$ cat config.mk
export PLATFORM = sky130hd
export DESIGN_NAME = modbus_scan_scheduler_flat
export DESIGN_NICKNAME = d
export VERILOG_FILES = /design/src/rtl/modbus_scan_scheduler_if.sv /design/src/rtl/modbus_scan_scheduler.sv /design/src/flat_wrapper.sv
export SDC_FILE = /design/constraint.sdc
export NUM_CORES = 1
export LEC_CHECK = 0
export BUFFER_PORTS_ARGS = -buffer_cell sky130_fd_sc_hd__clkbuf_2
export CAP_MARGIN = 20
export CORE_AREA = 2 2 182 363
export CTS_CLUSTER_DIAMETER = 150
export DETAILED_ROUTE_END_ITERATION = 10
export DIE_AREA = 0 0 184 365
export PLACE_DENSITY = 0.54
export SYNTH_ARGS = -nofsm -noshare
export SYNTH_HDL_FRONTEND = slang
export SYNTH_SLANG_ARGS = --single-unit
$ cat constraint.sdc
create_clock -name clk -period 23.3 [get_ports clk]
set_clock_uncertainty 0.2 [all_clocks]
set_input_delay 3.495 -clock clk [delete_from_list [all_inputs] [get_ports clk]]
set_output_delay 3.495 -clock clk [all_outputs]
set_load 0.02 [all_outputs]
$ cat src/rtl/modbus_scan_scheduler_if.sv
// Request/response bus between the scan scheduler (master) and the Modbus
// master frame engine (slave).
interface modbus_scan_scheduler_if #(
    parameter int IDX_W = 3
);
    logic             req_valid;
    logic             req_ready;
    logic [7:0]       req_slave;
    logic [7:0]       req_func;
    logic [15:0]      req_addr;
    logic [15:0]      req_qty;
    logic [IDX_W-1:0] req_idx;
    logic             rsp_done;
    logic             rsp_err;

    modport master (
        output req_valid, req_slave, req_func, req_addr, req_qty, req_idx,
        input  req_ready, rsp_done, rsp_err
    );

    modport slave (
        input  req_valid, req_slave, req_func, req_addr, req_qty, req_idx,
        output req_ready, rsp_done, rsp_err
    );
endinterface

$ cat src/rtl/modbus_scan_scheduler.sv
// Round-robin Modbus poll sequencer: walks the scan table, issues one request
// per entry, and waits for a response, error or timeout with bounded retries.
module modbus_scan_scheduler #(
    parameter int ENTRIES = 8,
    parameter int IDX_W   = 3,
    parameter int TMO_W   = 24
) (
    input  logic                    clk,
    input  logic                    rst,
    input  logic                    i_scan_en,
    input  logic [IDX_W:0]          i_scan_num,
    input  logic [15:0]             i_gap_cyc,
    input  logic [TMO_W-1:0]        i_rsp_tmo_cyc,
    input  logic [1:0]              i_max_retry,
    input  logic                    i_tbl_we,
    input  logic [IDX_W-1:0]        i_tbl_widx,
    input  logic [47:0]             i_tbl_wdata,
    input  logic [IDX_W-1:0]        i_tbl_ridx,
    output logic [47:0]             o_tbl_rdata,
    modbus_scan_scheduler_if.master bus,
    output logic                    o_busy,
    output logic                    o_cycle_done,
    output logic [15:0]             o_cycle_cnt,
    output logic                    o_fail_pulse,
    output logic [IDX_W-1:0]        o_fail_idx
);

    localparam logic [2:0] S_IDLE  = 3'd0;
    localparam logic [2:0] S_GAP   = 3'd1;
    localparam logic [2:0] S_ISSUE = 3'd2;
    localparam logic [2:0] S_WAIT  = 3'd3;
    localparam logic [2:0] S_NEXT  = 3'd4;

    localparam logic [IDX_W:0] L_ENTRIES = (IDX_W+1)'(ENTRIES);

    logic [2:0]       r_state;
    logic [47:0]      r_tbl [ENTRIES];
    logic [IDX_W-1:0] r_idx;
    logic [1:0]       r_retry;
    logic [15:0]      r_gap_cnt;
    logic [TMO_W-1:0] r_tmo_cnt;
    logic [47:0]      r_req;
    logic [IDX_W-1:0] r_req_idx;
    logic             r_cycle_done;
    logic             r_fail_pulse;
    logic [15:0]      r_cycle_cnt;
    logic [IDX_W-1:0] r_fail_idx;

    logic             w_scan_go;
    logic [IDX_W:0]   w_active;
    logic             w_last;
    logic             w_tmo_hit;
    logic             w_ok;
    logic             w_fail;
    logic             w_adv;

    assign w_scan_go = i_scan_en && (i_scan_num != '0);
    assign w_active  = (i_scan_num > L_ENTRIES) ? L_ENTRIES : i_scan_num;
    assign w_last    = (({1'b0, r_idx} + (IDX_W+1)'(1)) >= w_active);

    // A zero timeout load never reaches 1, so the timeout stays disabled.
    assign w_tmo_hit = (r_tmo_cnt == TMO_W'(1));
    assign w_ok      = bus.rsp_done && !bus.rsp_err;
    assign w_fail    = bus.rsp_err || (!bus.rsp_done && w_tmo_hit);
    assign w_adv     = w_ok || (w_fail && (r_retry >= i_max_retry));

    always_ff @(posedge clk or posedge rst) begin
        if (rst) begin
            r_state      <= S_IDLE;
            r_idx        <= '0;
            r_retry      <= '0;
            r_gap_cnt    <= '0;
            r_tmo_cnt    <= '0;
            r_req        <= '0;
            r_req_idx    <= '0;
            r_cycle_done <= 1'b0;
            r_fail_pulse <= 1'b0;
            r_cycle_cnt  <= '0;
            r_fail_idx   <= '0;
            for (int i = 0; i < ENTRIES; i++) begin
                r_tbl[i] <= '0;
            end
        end else begin
            r_cycle_done <= 1'b0;
            r_fail_pulse <= 1'b0;
            if (i_tbl_we) begin
                r_tbl[i_tbl_widx] <= i_tbl_wdata;
            end
            case (r_state)
                S_IDLE: begin
                    if (w_scan_go) begin
                        r_state   <= S_GAP;
                        r_idx     <= '0;
                        r_retry   <= '0;
                        r_gap_cnt <= i_gap_cyc;
                    end
                end
                S_GAP: begin
                    if (!i_scan_en) begin
                        r_state <= S_IDLE;
                    end else if (r_gap_cnt <= 16'd1) begin
                        r_state   <= S_ISSUE;
                        r_req     <= r_tbl[r_idx];
                        r_req_idx <= r_idx;
                    end else begin
                        r_gap_cnt <= r_gap_cnt - 16'd1;
                    end
                end
                S_ISSUE: begin
                    if (bus.req_ready) begin
                        r_state   <= S_WAIT;
                        r_tmo_cnt <= i_rsp_tmo_cyc;
                    end
                end
                S_WAIT: begin
                    if (r_tmo_cnt != '0) begin
                        r_tmo_cnt <= r_tmo_cnt - TMO_W'(1);
                    end
                    // Index/retry bookkeeping is done on entry to NEXT so the
                    // completion pulses are registered and visible during NEXT.
                    if (w_adv) begin
                        r_state <= S_NEXT;
                        r_retry <= '0;
                        if (w_fail) begin
                            r_fail_pulse <= 1'b1;
                            r_fail_idx   <= r_idx;
                        end
                        if (w_last) begin
                            r_idx        <= '0;
                            r_cycle_done <= 1'b1;
                            r_cycle_cnt  <= r_cycle_cnt + 16'd1;
                        end else begin
                            r_idx <= r_idx + IDX_W'(1);
                        end
                    end else if (w_fail) begin
                        r_state   <= S_GAP;
                        r_retry   <= r_retry + 2'd1;
                        r_gap_cnt <= i_gap_cyc;
                    end
                end
                S_NEXT: begin
                    if (w_scan_go) begin
                        r_state   <= S_GAP;
                        r_gap_cnt <= i_gap_cyc;
                    end else begin
                        r_state <= S_IDLE;
                    end
                end
                default: r_state <= S_IDLE;
            endcase
        end
    end

    assign o_tbl_rdata   = r_tbl[i_tbl_ridx];
    assign bus.req_valid = (r_state == S_ISSUE);
    assign bus.req_slave = r_req[47:40];
    assign bus.req_func  = r_req[39:32];
    assign bus.req_addr  = r_req[31:16];
    assign bus.req_qty   = r_req[15:0];
    assign bus.req_idx   = r_req_idx;
    assign o_busy        = (r_state != S_IDLE);
    assign o_cycle_done  = r_cycle_done;
    assign o_cycle_cnt   = r_cycle_cnt;
    assign o_fail_pulse  = r_fail_pulse;
    assign o_fail_idx    = r_fail_idx;

endmodule

$ cat src/flat_wrapper.sv
// flat-port wrapper written by rule: the top's interface ports become plain ports
module modbus_scan_scheduler_flat 
#(
    parameter int ENTRIES = 8,
    parameter int IDX_W   = 3,
    parameter int TMO_W   = 24
)
  (clk, rst, i_scan_en, i_scan_num, i_gap_cyc, i_rsp_tmo_cyc, i_max_retry, i_tbl_we, i_tbl_widx, i_tbl_wdata, i_tbl_ridx, o_tbl_rdata, o_busy, o_cycle_done, o_cycle_cnt, o_fail_pulse, o_fail_idx, bus_req_valid, bus_req_slave, bus_req_func, bus_req_addr, bus_req_qty, bus_req_idx, bus_req_ready, bus_rsp_done, bus_rsp_err);
  modbus_scan_scheduler_if #(.IDX_W(IDX_W)) bus_i ();
  input  logic clk;
  input  logic rst;
  input  logic i_scan_en;
  input  logic [IDX_W:0] i_scan_num;
  input  logic [15:0] i_gap_cyc;
  input  logic [TMO_W-1:0] i_rsp_tmo_cyc;
  input  logic [1:0] i_max_retry;
  input  logic i_tbl_we;
  input  logic [IDX_W-1:0] i_tbl_widx;
  input  logic [47:0] i_tbl_wdata;
  input  logic [IDX_W-1:0] i_tbl_ridx;
  output logic [47:0] o_tbl_rdata;
  output logic o_busy;
  output logic o_cycle_done;
  output logic [15:0] o_cycle_cnt;
  output logic o_fail_pulse;
  output logic [IDX_W-1:0] o_fail_idx;
  output wire logic [$bits(bus_i.req_valid)-1:0] bus_req_valid;
  output wire logic [$bits(bus_i.req_slave)-1:0] bus_req_slave;
  output wire logic [$bits(bus_i.req_func)-1:0] bus_req_func;
  output wire logic [$bits(bus_i.req_addr)-1:0] bus_req_addr;
  output wire logic [$bits(bus_i.req_qty)-1:0] bus_req_qty;
  output wire logic [$bits(bus_i.req_idx)-1:0] bus_req_idx;
  input wire logic [$bits(bus_i.req_ready)-1:0] bus_req_ready;
  input wire logic [$bits(bus_i.rsp_done)-1:0] bus_rsp_done;
  input wire logic [$bits(bus_i.rsp_err)-1:0] bus_rsp_err;
  assign bus_req_valid = bus_i.req_valid;
  assign bus_req_slave = bus_i.req_slave;
  assign bus_req_func = bus_i.req_func;
  assign bus_req_addr = bus_i.req_addr;
  assign bus_req_qty = bus_i.req_qty;
  assign bus_req_idx = bus_i.req_idx;
  assign bus_i.req_ready = bus_req_ready;
  assign bus_i.rsp_done = bus_rsp_done;
  assign bus_i.rsp_err = bus_rsp_err;
  modbus_scan_scheduler #(.ENTRIES(ENTRIES), .IDX_W(IDX_W), .TMO_W(TMO_W)) u_core (.clk(clk), .rst(rst), .i_scan_en(i_scan_en), .i_scan_num(i_scan_num), .i_gap_cyc(i_gap_cyc), .i_rsp_tmo_cyc(i_rsp_tmo_cyc), .i_max_retry(i_max_retry), .i_tbl_we(i_tbl_we), .i_tbl_widx(i_tbl_widx), .i_tbl_wdata(i_tbl_wdata), .i_tbl_ridx(i_tbl_ridx), .o_tbl_rdata(o_tbl_rdata), .bus(bus_i), .o_busy(o_busy), .o_cycle_done(o_cycle_done), .o_cycle_cnt(o_cycle_cnt), .o_fail_pulse(o_fail_pulse), .o_fail_idx(o_fail_idx));
endmodule
[Word-level counts from Yosys, hierarchy flattened]
Index checks and enable logic that the tools add are counted.
Storage, ports and cells
  bits of input ports: 107
  logic and storage cells: 118
  output and inout bits: 122
  bits in registers: 504
Cells by class
  reduce and logical (&&, ||, !) cells: 25
  $add $sub $neg: 6
  bitwise operators: 3
  multiplexer cells: 41
  order comparisons: 8
  equal/unequal tests: 16
Operators with widths (count)
  $bwmux W384: 1
  $bmux W48 S3: 2
  $mux W48: 5
  $demux W48 S3: 1
  $mux W16: 5
  $mux W24: 2
  $pmux W16 S3: 1
  $pmux W24 S2: 1
  $mux W3: 9
  $eq A24 B1 Y1 const B: 1
  $reduce_bool A24 Y1: 1
  $sub A24 B1 Y24 const B: 1
  $reduce_and A3 Y1: 6
  $add A16 B1 Y16 const B: 1
  $le A16 B1 Y1 const B: 1
  $sub A16 B1 Y16 const B: 1
  $pmux W3 S5: 1
  $ge A4 B4 Y1 const B: 3
  $ne A2 B1 Y1 const B: 6
  $not A3 Y4: 3
  $mux W1: 7
  $eq A3 B2 Y1 const B: 2
  $mux W2: 3
  $ne A2 B2 Y1 const B: 3
  24 further kinds: 32

[Depth between registers and ports, before layout]
Gate-level depths: netlist of the first run.
  depth after elaboration: 7
  depth in mapped cells: 11
  depth with buffers taken out: 8

[Worst setup path after synthesis of the first run]
No wires, ideal clock.
  path kind: input-to-output
  start: in i_tbl_ridx[0]
  end: out o_tbl_rdata[10]
  required time: 19.605 ns
  cell stages on the path: 6
  arrival: 5.419 ns
  setup slack: 14.186 ns
  path buffers: 4
  path through: clkbuf_1 -> buf_2 -> buf_1 -> clkbuf_1 -> mux4_2 -> mux2_2
Between the ends
  cells in the longest elaborated chain, start to end: 4
Ends and longest elaborated chain
  from (decl): RTL line flat_wrapper.sv:20  | input logic [IDX_W-1:0] i_tbl_ridx;
  $not A3 Y4 (not written as such): RTL line modbus_scan_scheduler.sv:154  | assign o_tbl_rdata = r_tbl[i_tbl_ridx];
  $bmux W48 S3: RTL line modbus_scan_scheduler.sv:154
  $mux W48 (not written as such) (2 in series): RTL line modbus_scan_scheduler.sv:154
  to (decl): RTL line flat_wrapper.sv:21  | output logic [47:0] o_tbl_rdata;
Every way passes these cells. The select of a mux whose other input is x is not followed.

[Worst setup path in the final report of the first run]
  start: in i_tbl_ridx[0]
  end: out o_tbl_rdata[47]
Same word-level chain as after synthesis.

==> key figures, run 1 <==
Floorplanning
  – Core footprint: between 60,000 and 70,000 sq um
  – # rows: approximately 130
  – Starting Density: slightly below 40%
  – Overall die height: 365 um
  – DIE AREA: around 67,000 sq um
  – Width of the die: 184 um
  – # IOs: between 200 and 250

Route
  – Drt via density: roughly 5.8
  – Post-route ant nets: 0
  – Post-route DRC violation count: 0
  – Via count of the routed design: between 15k and 20k
  – Routed WL: 65,630 um
  – Drt wl/cell: 23.32 um
  – Drt first pass iters: 5
  – Initial DRC count: between 800 and 900

Global routing
  – GRT Util Overall: 19.83%
  – Vias in the first global route: approximately 17k
  – Largest net degree at the start of global routing: ~110
  – Overflow after GRT: 0
  – Global-route wire length before repair: between 100,000 and 150,000 um
  – Initial antenna violation count: 6

Synth
  – Post-synth EDFFs: 0
  – Yosys reg bits: between 500 and 600
  – Dominant synthesized flop cell: dfrtp_1
  – Cells after synthesis: ~1.8k
  – Syn nets: around 1.9k
  – Ys Warns: 0
  – Post-synth top area share: about half
  – Top cell type by total area after synthesis: dfrtp_1
  – Post-synth ARST share: 100.0%
  – Syn_area_per_cell: roughly 14 sq um
  – Mapped Area: ~26,000 sq um
  – Netlist cell types: just over 60
  – Sequential fraction of the synthesis area: just under 50%
  – Largest cells by area after synthesis: dfrtp_1 (49%), mux2_2 (19%), mux4_2 (17%)

Worst hold path
  – Worst min path class: reg -> reg

Pwr
  – Leakage: about 12 nW
  – PwrDens: ~85 nW/um^2
  – Max IR drop VDD: approximately 0.067 mV

Clocking
  – Clock sink count: ~500
  – Max clock buf depth: 3
  – TritonCTS Buffers: 50
  – CTS tree: yes
  – Hold Buf Count CTS: 0
  – H-tree depth: 2
  – PostCTS Resize Cnt: 0
  – Post-CTS Setup Bufs: 0
  – Clock transition at the registers of the reported paths: 0.06 ns
  – Root Driver: clkbuf_16
  – Skew-Pair Late Insertion Delay: 0.60 ns

STA
  – Total negative slack: 0 ns
  – RSZ-0062 raised after global routing: false
  – Final Max Slew Viols: 0
  – Slew HR: around 30%
  – Fin. Hold Viols: 0
  – Min cycle time layout: roughly 10 ns
  – Fin crit share: 41.89%
  – Final setup fails: 0
  – Fmax: slightly above 0.1 GHz
  – Worst slew pin tran: about 1.1 ns

Placement
  – GP Congestion: between 0.7 and 0.8
  – Placed cell area: between 20,000 and 30,000 sq um
  – PortBufs: between 200 and 250
  – HPWL Detailed: about 38,000 um

Layout
  – Final #Nets: about 2.1k
  – Finished layout cell area: around 29,000 sq um
  – Layout cells sized above 1: between 40 and 50%
  – Area delta synth->final: 14.00%

Critical path
  – Required @ worst endpoint: roughly 20 ns
  – Arrival @ worst endpoint: a little over 6 ns
  – Kind of critical path: in -> out
  – Critical path launch point type: primary input
  – Crit. End Element: primary output
  – Worst-path maximum fanout: 57

Job
  – Max-capacitance violation count: 0

Outcome
  – Status: finished, final reports clean
-- cell usage after synthesis (all sizes together) (3+ instances only) --
cell / instances
a32oi: 5
and3: 10
nor2b: 3
a22oi: 7
a31oi: 7
and2: 5
o31ai: 5
mux4: 192
nor4: 8
a21oi: 46
nor2: 44
nand3: 16
nand4: 12
o211ai: 3
nor3: 20
a21o: 3
nand2: 73
o21a: 3
or4: 3
o2bb2ai: 6
nor3b: 3
inv: 16
mux2: 439
ha: 13
a211oi: 4
clkbuf: 84
mux2i: 50
nand4b: 4
buf: 46
nand2b: 8
xnor2: 14
dfrtp: 504
and4: 3
o21ai: 100
or3: 8
o22ai: 3
-- placed cells by master (no fill, tap or decap), types with 7 or more instances in the layout --
cell type,n
nand2_1,73
nor2_1,44
nand2b_1,8
nor3_1,18
ha_1,13
buf_4,33
mux4_2,192
clkbuf_1,10
clkinv_2,8
nand3_1,14
o21ai_0,99
a21oi_1,46
clkbuf_8,12
clkbuf_16,50
mux2_2,439
or3_1,8
a31oi_1,7
inv_1,15
xnor2_1,14
dfrtp_1,501
a22oi_1,7
mux2i_1,50
nand4_1,11
and3_1,10
clkbuf_2,225
-- logic make-up (layout without fill, tap and decap cells) --
kind of cell | count (synthesis) | count (layout) | synth area share [%]
AOI/OAI and AO/OA | 207 | 207 | 4.792
adders and majority gates | 13 | 13 | 0.6351
buffers and inverters | 146 | 364 | 2.218
and+or+nand+nor | 224 | 224 | 4.426
DFF | 504 | 504 | 49.24
other | 0 | 1 | 0
xor gates and xnor gates | 16 | 16 | 0.5472
muxes | 681 | 681 | 38.14
-- where the power goes --
part / leakage (nW) / internal (mW) / total (mW) / switching (mW)
clock network: 0.804 / 0.466 / 0.820 / 0.354
registers: 6.23 / 1.04 / 1.15 / 0.118
logic: 5.15 / 0.293 / 0.495 / 0.202
-- routing by layer --
| metal | track usage [%] | wire length, um | up-vias |
|---|---|---|---|
| met3 | 4.563 | 4062 | 87 |
| li1 | - | - | 7209 |
| met2 | 31.08 | 30170 | 375 |
| met5 | 0 | 57 | - |
| met4 | 5.067 | 1215 | 10 |
| met1 | 27.92 | 30120 | 8515 |
-- stage by stage --
step / cells / utilization (%) / total power [mW] / setup slack [ns] / hold WS (ns)
2_1_floorplan: 1791 / - / 1.523 / 5.532 / 0.2462
3_3_place_gp: 2723 / 42.74 / 1.655 / 13.52 / 0.2610
3_5_place_dp: 2723 / 42.74 / 1.668 / 13.48 / 0.2658
4_1_cts: 2811 / 45.27 / 2.503 / 13.48 / 0.2742
5_1_grt: 2814 / 45.33 / 2.598 / 13.33 / 0.2983
6_report: 2814 / 45.33 / 2.470 / 13.54 / 0.2703
-- worst paths after layout --
check | cells after the start | to | slack [ns] | from
setup / recovery | 5 | o_tbl_rdata[47] | 13.54 | i_tbl_ridx[0]
min in group asynchronous | 2 | u_core.r_tbl[256] | 2.86 | rst
max in group asynchronous | 4 | u_core.r_tbl[226] | 17.84 | rst
hold / removal | 1 | u_core.o_cycle_cnt[15] | 0.27 | u_core.o_cycle_cnt[15]
setup reg to reg | 7 | u_core.o_cycle_cnt[1] | 19.69 | u_core.r_idx[0]
hold reg to reg | 1 | u_core.o_cycle_cnt[15] | 0.27 | u_core.o_cycle_cnt[15]
-- critical path, cell delays in order --
cell	delay, ns
buf_6	0.64
buf_4	0.81
mux4_2	0.59
mux2_2	0.32
clkbuf_2	0.17
-- registers in the layout, summed over array words and instances (netlist names) --
register	count
u_core.o_fail_idx	3
u_core.r_idx	3
u_core.r_req	48
u_core.r_gap_cnt	16
u_core.r_retry	2
u_core.r_tbl	384
u_core.o_fail_pulse	1
u_core.o_cycle_cnt	16
u_core.o_cycle_done	1
u_core.r_tmo_cnt	24
u_core.r_state	3
u_core.bus.req_idx	3
-- cell type report --
cell class / count / area [sq um]
multi-input combinational: 1141 / 12450
clock inverter: 16 / 178.9
timing repair buffer: 260 / 1413
sequential: 504 / 12620
inverter: 16 / 67.56
fill: 5856 / 35220
antenna: 1 / 2.502
tap: 804 / 1006
clock buffer: 72 / 1454
Note: power is estimated with default switching activity, not from simulation.
==> run 2: changes to the inputs <==
--- a/config.mk
+++ b/config.mk
@@ -11,7 +11,7 @@
 export CTS_CLUSTER_DIAMETER = 150
 export DETAILED_ROUTE_END_ITERATION = 10
 export DIE_AREA = 0 0 184 365
-export PLACE_DENSITY = 0.54
+export PLACE_DENSITY = 0.56
 export SYNTH_ARGS = -nofsm -noshare
 export SYNTH_HDL_FRONTEND = slang
 export SYNTH_SLANG_ARGS = --single-unit
==> constraint.sdc (replaced) <==
create_clock -name clk -period 8.6 [get_ports clk]
set_clock_uncertainty 0.2 [all_clocks]
set_input_delay 1.29 -clock clk [delete_from_list [all_inputs] [get_ports clk]]
set_output_delay 1.29 -clock clk [all_outputs]
set_load 0.02 [all_outputs]
==> run 2 against run 1 <==
Sequential power grew to 2.7 times the previous value. Count of clock-buffer cells in the layout increased by 1. Final cell count rose by 0.21%. Power grew to 2.8 times the previous value. Global-route usage decreased by 0.31 points. Highest routed layer unchanged.
==> key figures, run 2 (same netlist as run 1, synthesis figures left out) <==
Outcome
  – Status: finished, final reports clean

Critical path
  – Critical Path Start: i_tbl_ridx[0]
  – R2R Path Start: u_core.r_idx[0]
  – CP cell instances: buf_6 > buf_4 > mux4_2 > mux2_2 > clkbuf_2
  – Required @ worst endpoint: 7.11 ns (-12.50 ns)
  – Cell family with most CP delay: buffers and inverters
  – Arrival @ worst endpoint: 3.79 ns (-2.28 ns)
  – Kind of critical path: in -> out
  – Worst-path maximum fanout: 62 (+8.8%)
  – WP buf/inv: 3 (unchanged)
  – CP max stage cell: buf_4
  – Crit. End Element: primary output
  – CP peak stage delay: 0.72 ns (-0.09 ns)
  – Critical path launch point type: primary input
  – Worst path depth: 5 (unchanged)
  – R2r worst-path depth: 5 (-2)

Global routing
  – Initial antenna violation count: 3 (-3)
  – Global-route wire length before repair: 101,000 um (-1.2%)
  – GRT Util Overall: 19.52% (-0.31 points)
  – Vias in the first global route: 16.73k (+0.054%)
  – Largest net degree at the start of global routing: 166 (+50%)
  – Overflow after GRT: 0 (unchanged)

STA
  – Final setup fails: 0 (unchanged)
  – Slew HR: 29.29% (-0.69 points)
  – Fmax: 0.1893 GHz
  – Min cycle time layout: approximately 5.3 ns
  – Worst slew pin tran: 1.061 ns (+0.01031 ns)
  – Fin crit share: approximately three fifths
  – Final Max Slew Viols: 0 (unchanged)
  – Total negative slack: 0 ns (unchanged)
  – Fin. Hold Viols: 0 (unchanged)
  – Hold_ws: 0.2790 ns (+0.008683 ns)
  – RSZ-0062 raised after global routing: false

Worst hold path
  – Hold path start: u_core.r_req[47]
  – Hold depth: 2 (+1)
  – Worst min path class: reg -> reg

Floorplanning
  – # IOs: 229 (unchanged)
  – Width of the die: 184 um (unchanged)
  – # rows: 132 (unchanged)
  – Overall die height: 365 um (unchanged)
  – Starting Density: 39.76% (unchanged)
  – DIE AREA: 67,160 sq um (unchanged)
  – Core footprint: 64,410 sq um (unchanged)

Job
  – Max-capacitance violation count: 0 (unchanged)

Route
  – Drt first pass iters: 5 (unchanged)
  – Initial DRC count: 840 (+2.9%)
  – Via count of the routed design: 16.09k (-0.64%)
  – Post-route ant nets: 0 (unchanged)
  – Routed WL: 64,530 um (-1.7%)
  – Post-route DRC violation count: 0 (unchanged)
  – Drt via density: 5.706 (-0.85%)
  – Drt wl/cell: 22.88 um (-1.9%)

Pwr
  – PwrDens: 232.1 nW/um^2 (+170%)
  – Leakage: 12.27 nW (+0.64%)
  – Max IR drop VDD: 0.1721 mV (+160%)

Layout
  – Layout cells sized above 1: 49.48% (+0.25 points)
  – Biggest register: u_core.r_tbl
  – Final cell utilization of the core: 45.55% (+0.22 points)
  – Non-filler cells, final: 2,820 (+0.21%)
  – Leading registers by flop count: u_core.r_tbl x384, u_core.r_req x48, u_core.r_tmo_cnt x24
  – Max reg flops: 384 (unchanged)
  – Final #Nets: 2,094 (+0.048%)
  – Commonest non-fill, non-tap cell in the layout: dfrtp_1
  – Register area: 12,620 sq um (unchanged)
  – Area delta synth->final: 14.55%
  – Area of the multi-input gates: 12,450 sq um (unchanged)
  – Fillcell total: 5,860 (+0.068%)
  – Most frequent cells in the layout: dfrtp_1 (501), mux2_2 (439), clkbuf_2 (225)

Clocking
  – TritonCTS Buffers: 51 (+2.0%)
  – Clock transition at the registers of the reported paths: 0.06 ns (about the same)
  – Root Driver: clkbuf_16
  – Skew-Pair Late Insertion Delay: 0.58 ns (-0.02 ns)
  – CTS tree: yes
  – Post-CTS Setup Bufs: 0 (unchanged)
  – PostCTS Resize Cnt: 0 (unchanged)
  – Clock sink count: 504 (unchanged)
  – Hold Buf Count CTS: 0 (unchanged)
  – H-tree depth: 2 (unchanged)
  – Max clock buf depth: 3 (unchanged)

Placement
  – HPWL Detailed: 37,870 um (-0.22%)
  – Post-Place Cells: 2,725 (+0.073%)
  – GP Congestion: 0.7782 (+3.8%)
  – PortBufs: 228 (unchanged)
==> run 2: cell count changes in the layout (fill, tap and decap cells not counted), moves of 3 or more <==
cell,delta
buf_12,+3
clkbuf_16,+3
buf_4,-4
clkinv_2,+6
==> run 2: final timing paths <==
| check | endpoint | slack (ns) |
|---|---|---|
| max in group asynchronous | u_core.r_idx[1] | 5.82 |
| min in group asynchronous | u_core.r_req[3] | 0.71 |
| worst min-delay path | u_core.r_req[47] | 0.28 |
| worst max-delay path | o_tbl_rdata[27] | 3.32 |
| worst max register to register | u_core.r_req[17] | 4.93 |
| worst min register to register | u_core.r_req[47] | 0.28 |
==> run 2: area by class of cell <==
class                           instances  area share (%)
Antenna cell                            1        0.008530
Timing Repair Buffer                  260           4.879
Multi-Input combinational cell       1141           42.44
Inverter                               16          0.2175
Tap cell                              804           3.429
Clock buffer                           73           5.186
Sequential cell                       504           43.03
Clock inverter                         21          0.8103
==> run 2: through the flow <==
| stage | setup WS, ns | power, mW | cell area (sq um) |
|---|---|---|---|
| after global routing | 3.088 | 7.171 | 29340 |
| after detailed placement | 3.209 | 4.521 | 27580 |
| after CTS | 3.207 | 6.907 | 29340 |
| after floorplan | 0.2696 | 4.128 | 25620 |
| after global placement | 3.238 | 4.482 | 27570 |
| final | 3.316 | 6.811 | 29340 |
==> run 2: worst reg2reg max path: stages (launching register included) <==
cell and delay [ns]:
dfrtp_4 0.89, buf_4 0.75, buf_4 0.70, mux4_2 0.62
mux2i_1 0.24, o21ai_0 0.13
==> run 2: layer usage <==
layer	GRT usage, %	wire (um)	up-vias
met4	4.878	1167	4
li1	-	-	7242
met1	27.42	29320	8398
met2	31.01	30120	364
met3	4.105	3889	84
met5	0	26	-
==> run 2: power breakdown <==
part	internal (mW)	switching [mW]
Clock	1.38	0.964
Sequential	2.81	0.316
Combinational	0.795	0.550
Total	4.98	1.83
==> run 3: changes to the inputs <==
==> constraint.sdc (replaced) <==
create_clock -name clk -period 4.6 [get_ports clk]
set_clock_uncertainty 0.2 [all_clocks]
set_input_delay 0.69 -clock clk [delete_from_list [all_inputs] [get_ports clk]]
set_output_delay 0.69 -clock clk [all_outputs]
set_load 0.02 [all_outputs]
==> run 3 against run 2 <==
Count of clock-buffer cells in the layout decreased by 8. Power grew 90%. First-iteration DRC count down 3.2%. Sequential share of layout area is 0.30 points lower. Global-route usage is 0.36 points higher. Final cell count up 0.28%. Critical path type unchanged.
==> key figures, run 3 (same netlist as run 1, synthesis figures left out) <==
Critical path
  – Kind of critical path: in -> out
  – Crit. End Element: primary output
  – R2r worst-path depth: 8 (+3)
  – Worst-path maximum fanout: 36 (-42%)
  – Critical path launch point type: primary input
  – Arrival @ worst endpoint: 2.51 ns (-1.28 ns)
  – Required @ worst endpoint: 3.71 ns (-3.40 ns)

Route
  – Drt wl/cell: 23.07 um (+0.83%)
  – Post-route ant nets: 0 (unchanged)
  – Via count of the routed design: 16.17k (+0.46%)
  – Post-route DRC violation count: 0 (unchanged)
  – Drt first pass iters: 5 (unchanged)
  – Initial DRC count: 813 (-3.2%)
  – Drt via density: 5.716 (+0.18%)
  – Routed WL: 65,250 um (+1.1%)

Layout
  – Layout cells sized above 1: 49.63% (+0.15 points)
  – Biggest register: u_core.r_tbl
  – Final #Nets: 2,103 (+0.43%)
  – Max reg flops: 384 (unchanged)
  – Area delta synth->final: 15.34%
  – Most frequent cells in the layout: dfrtp_1 (501), mux2_2 (439), clkbuf_2 (225)
  – Non-filler cells, final: 2,828 (+0.28%)
  – Leading registers by flop count: u_core.r_tbl x384, u_core.r_req x48, u_core.r_tmo_cnt x24
  – Commonest non-fill, non-tap cell in the layout: dfrtp_1

Floorplanning
  – # IOs: 229 (unchanged)
  – Overall die height: 365 um (unchanged)
  – DIE AREA: 67,160 sq um (unchanged)
  – # rows: 132 (unchanged)
  – Starting Density: 39.76% (unchanged)
  – Core footprint: 64,410 sq um (unchanged)
  – Width of the die: 184 um (unchanged)

Pwr
  – Overall Power: 12.92 mW (+90%)
  – Max IR drop VDD: 0.3202 mV (+86%)
  – PwrDens: 437.2 nW/um^2 (+88%)
  – Leakage: 12.35 nW (+0.64%)

Clocking
  – CTS tree: yes
  – Max clock buf depth: 3 (unchanged)
  – Clock sink count: 504 (unchanged)
  – H-tree depth: 2 (unchanged)
  – TritonCTS Buffers: 50 (-2.0%)
  – Root Driver: clkbuf_16
  – Skew-Pair Late Insertion Delay: 0.60 ns (+0.02 ns)
  – Clock transition at the registers of the reported paths: 0.07 ns (about the same)

STA
  – Slew HR: 30.91% (+1.6 points)
  – Hold_ws: 0.1702 ns (-0.1087 ns)
  – Final setup fails: 0 (unchanged)
  – Min cycle time layout: ~3.4 ns
  – Worst slew pin tran: 1.036 ns (-0.02431 ns)
  – Fin crit share: 73.89%
  – Final Max Slew Viols: 0 (unchanged)
  – RSZ-0062 raised after global routing: false
  – Fmax: approximately 0.29 GHz
  – Fin. Hold Viols: 0 (unchanged)

Global routing
  – Initial antenna violation count: 5 (+2)
  – Largest net degree at the start of global routing: 138 (-17%)
  – Overflow after GRT: 0 (unchanged)
  – Global-route wire length before repair: 102,500 um (+1.5%)
  – Vias in the first global route: 17.13k (+2.4%)
  – GRT Util Overall: 19.88% (+0.36 points)

Job
  – Max-capacitance violation count: 0 (unchanged)

Outcome
  – Status: finished, final reports clean

Placement
  – Post-Place Cells: 2,733 (+0.29%)
  – HPWL Detailed: 39,030 um (+3.0%)
  – PortBufs: 228 (unchanged)
  – GP Congestion: 0.7577 (-2.6%)

Worst hold path
  – Worst min path class: in -> reg
  – Hold depth: 3 (+1)
[run 3: changes by cell type in the layout (fill, tap and decap cells not counted), moves of 2 or more]
cell | previous run | this run
bufinv_16 | 5 | 10
clkinvlp_4 | 1 | 3
clkinv_2 | 14 | 11
buf_4 | 29 | 32
clkbuf_8 | 12 | 6
clkbuf_16 | 53 | 51
buf_12 | 3 | 8
[run 3: power by group]
group	leakage [nW]	internal, mW	total [mW]	switching [mW]
Sequential	6.23	5.25	5.84	0.591
Combinational	5.23	1.50	2.53	1.03
Clock	0.885	2.70	4.55	1.85
[run 3: metal layers]
layer	track usage, %	up-vias	part of all wire (%)
li1	-	7240	-
met1	27.60	8469	45
met2	32.33	379	47
met3	3.817	72	5.8
met4	4.659	6	1.7
met5	0	-	0.054
[run 3: what timing repair did]
action / in CTS / in global routing
hold buffers: 1 / 0
hold endpoints to repair: 14 / 0
setup buffers: 0 / 0
resized for setup: 0 / 0
[run 3: path summary, 6_finish.rpt]
check | slack (ns) | start | end
worst max-delay path | 1.20 | i_tbl_ridx[0] | o_tbl_rdata[17]
worst min-delay path | 0.17 | i_gap_cyc[0] | u_core.r_gap_cnt[0]
worst max register to register | 1.35 | u_core.r_idx[1] | u_core.o_cycle_cnt[6]
worst min register to register | 0.27 | u_core.r_req[13] | u_core.r_req[13]
max in group asynchronous | 2.52 | rst | u_core.r_tbl[354]
min in group asynchronous | 0.51 | rst | u_core.r_req[42]
[run 3: cell type report]
cell class / instances / area, sq um
inverter: 16 / 63.81
antenna: 1 / 2.502
tap: 804 / 1006
timing repair buffer: 270 / 1592
clock inverter: 27 / 412.9
clock buffer: 65 / 1389
fill: 5773 / 34870
multi-input combinational: 1141 / 12450
sequential: 504 / 12620
[run 3: critical path, cell delays in order]
cell and delay, ns:
buf_6 0.46, buf_12 0.32, mux4_2 0.53, mux2_2 0.31, clkbuf_2 0.17
[run 3: stage by stage]
stage	instance area (sq um)	utilization (%)	TNS [ns]	setup slack, ns
floorplan	25620	-	-1577.73	-3.130
global placement	27690	42.99	0	1.157
detailed placement	27700	43.00	0	1.153
CTS	29510	45.82	0	1.147
global route	29540	45.86	0	1.070
finish	29540	45.86	0	1.201
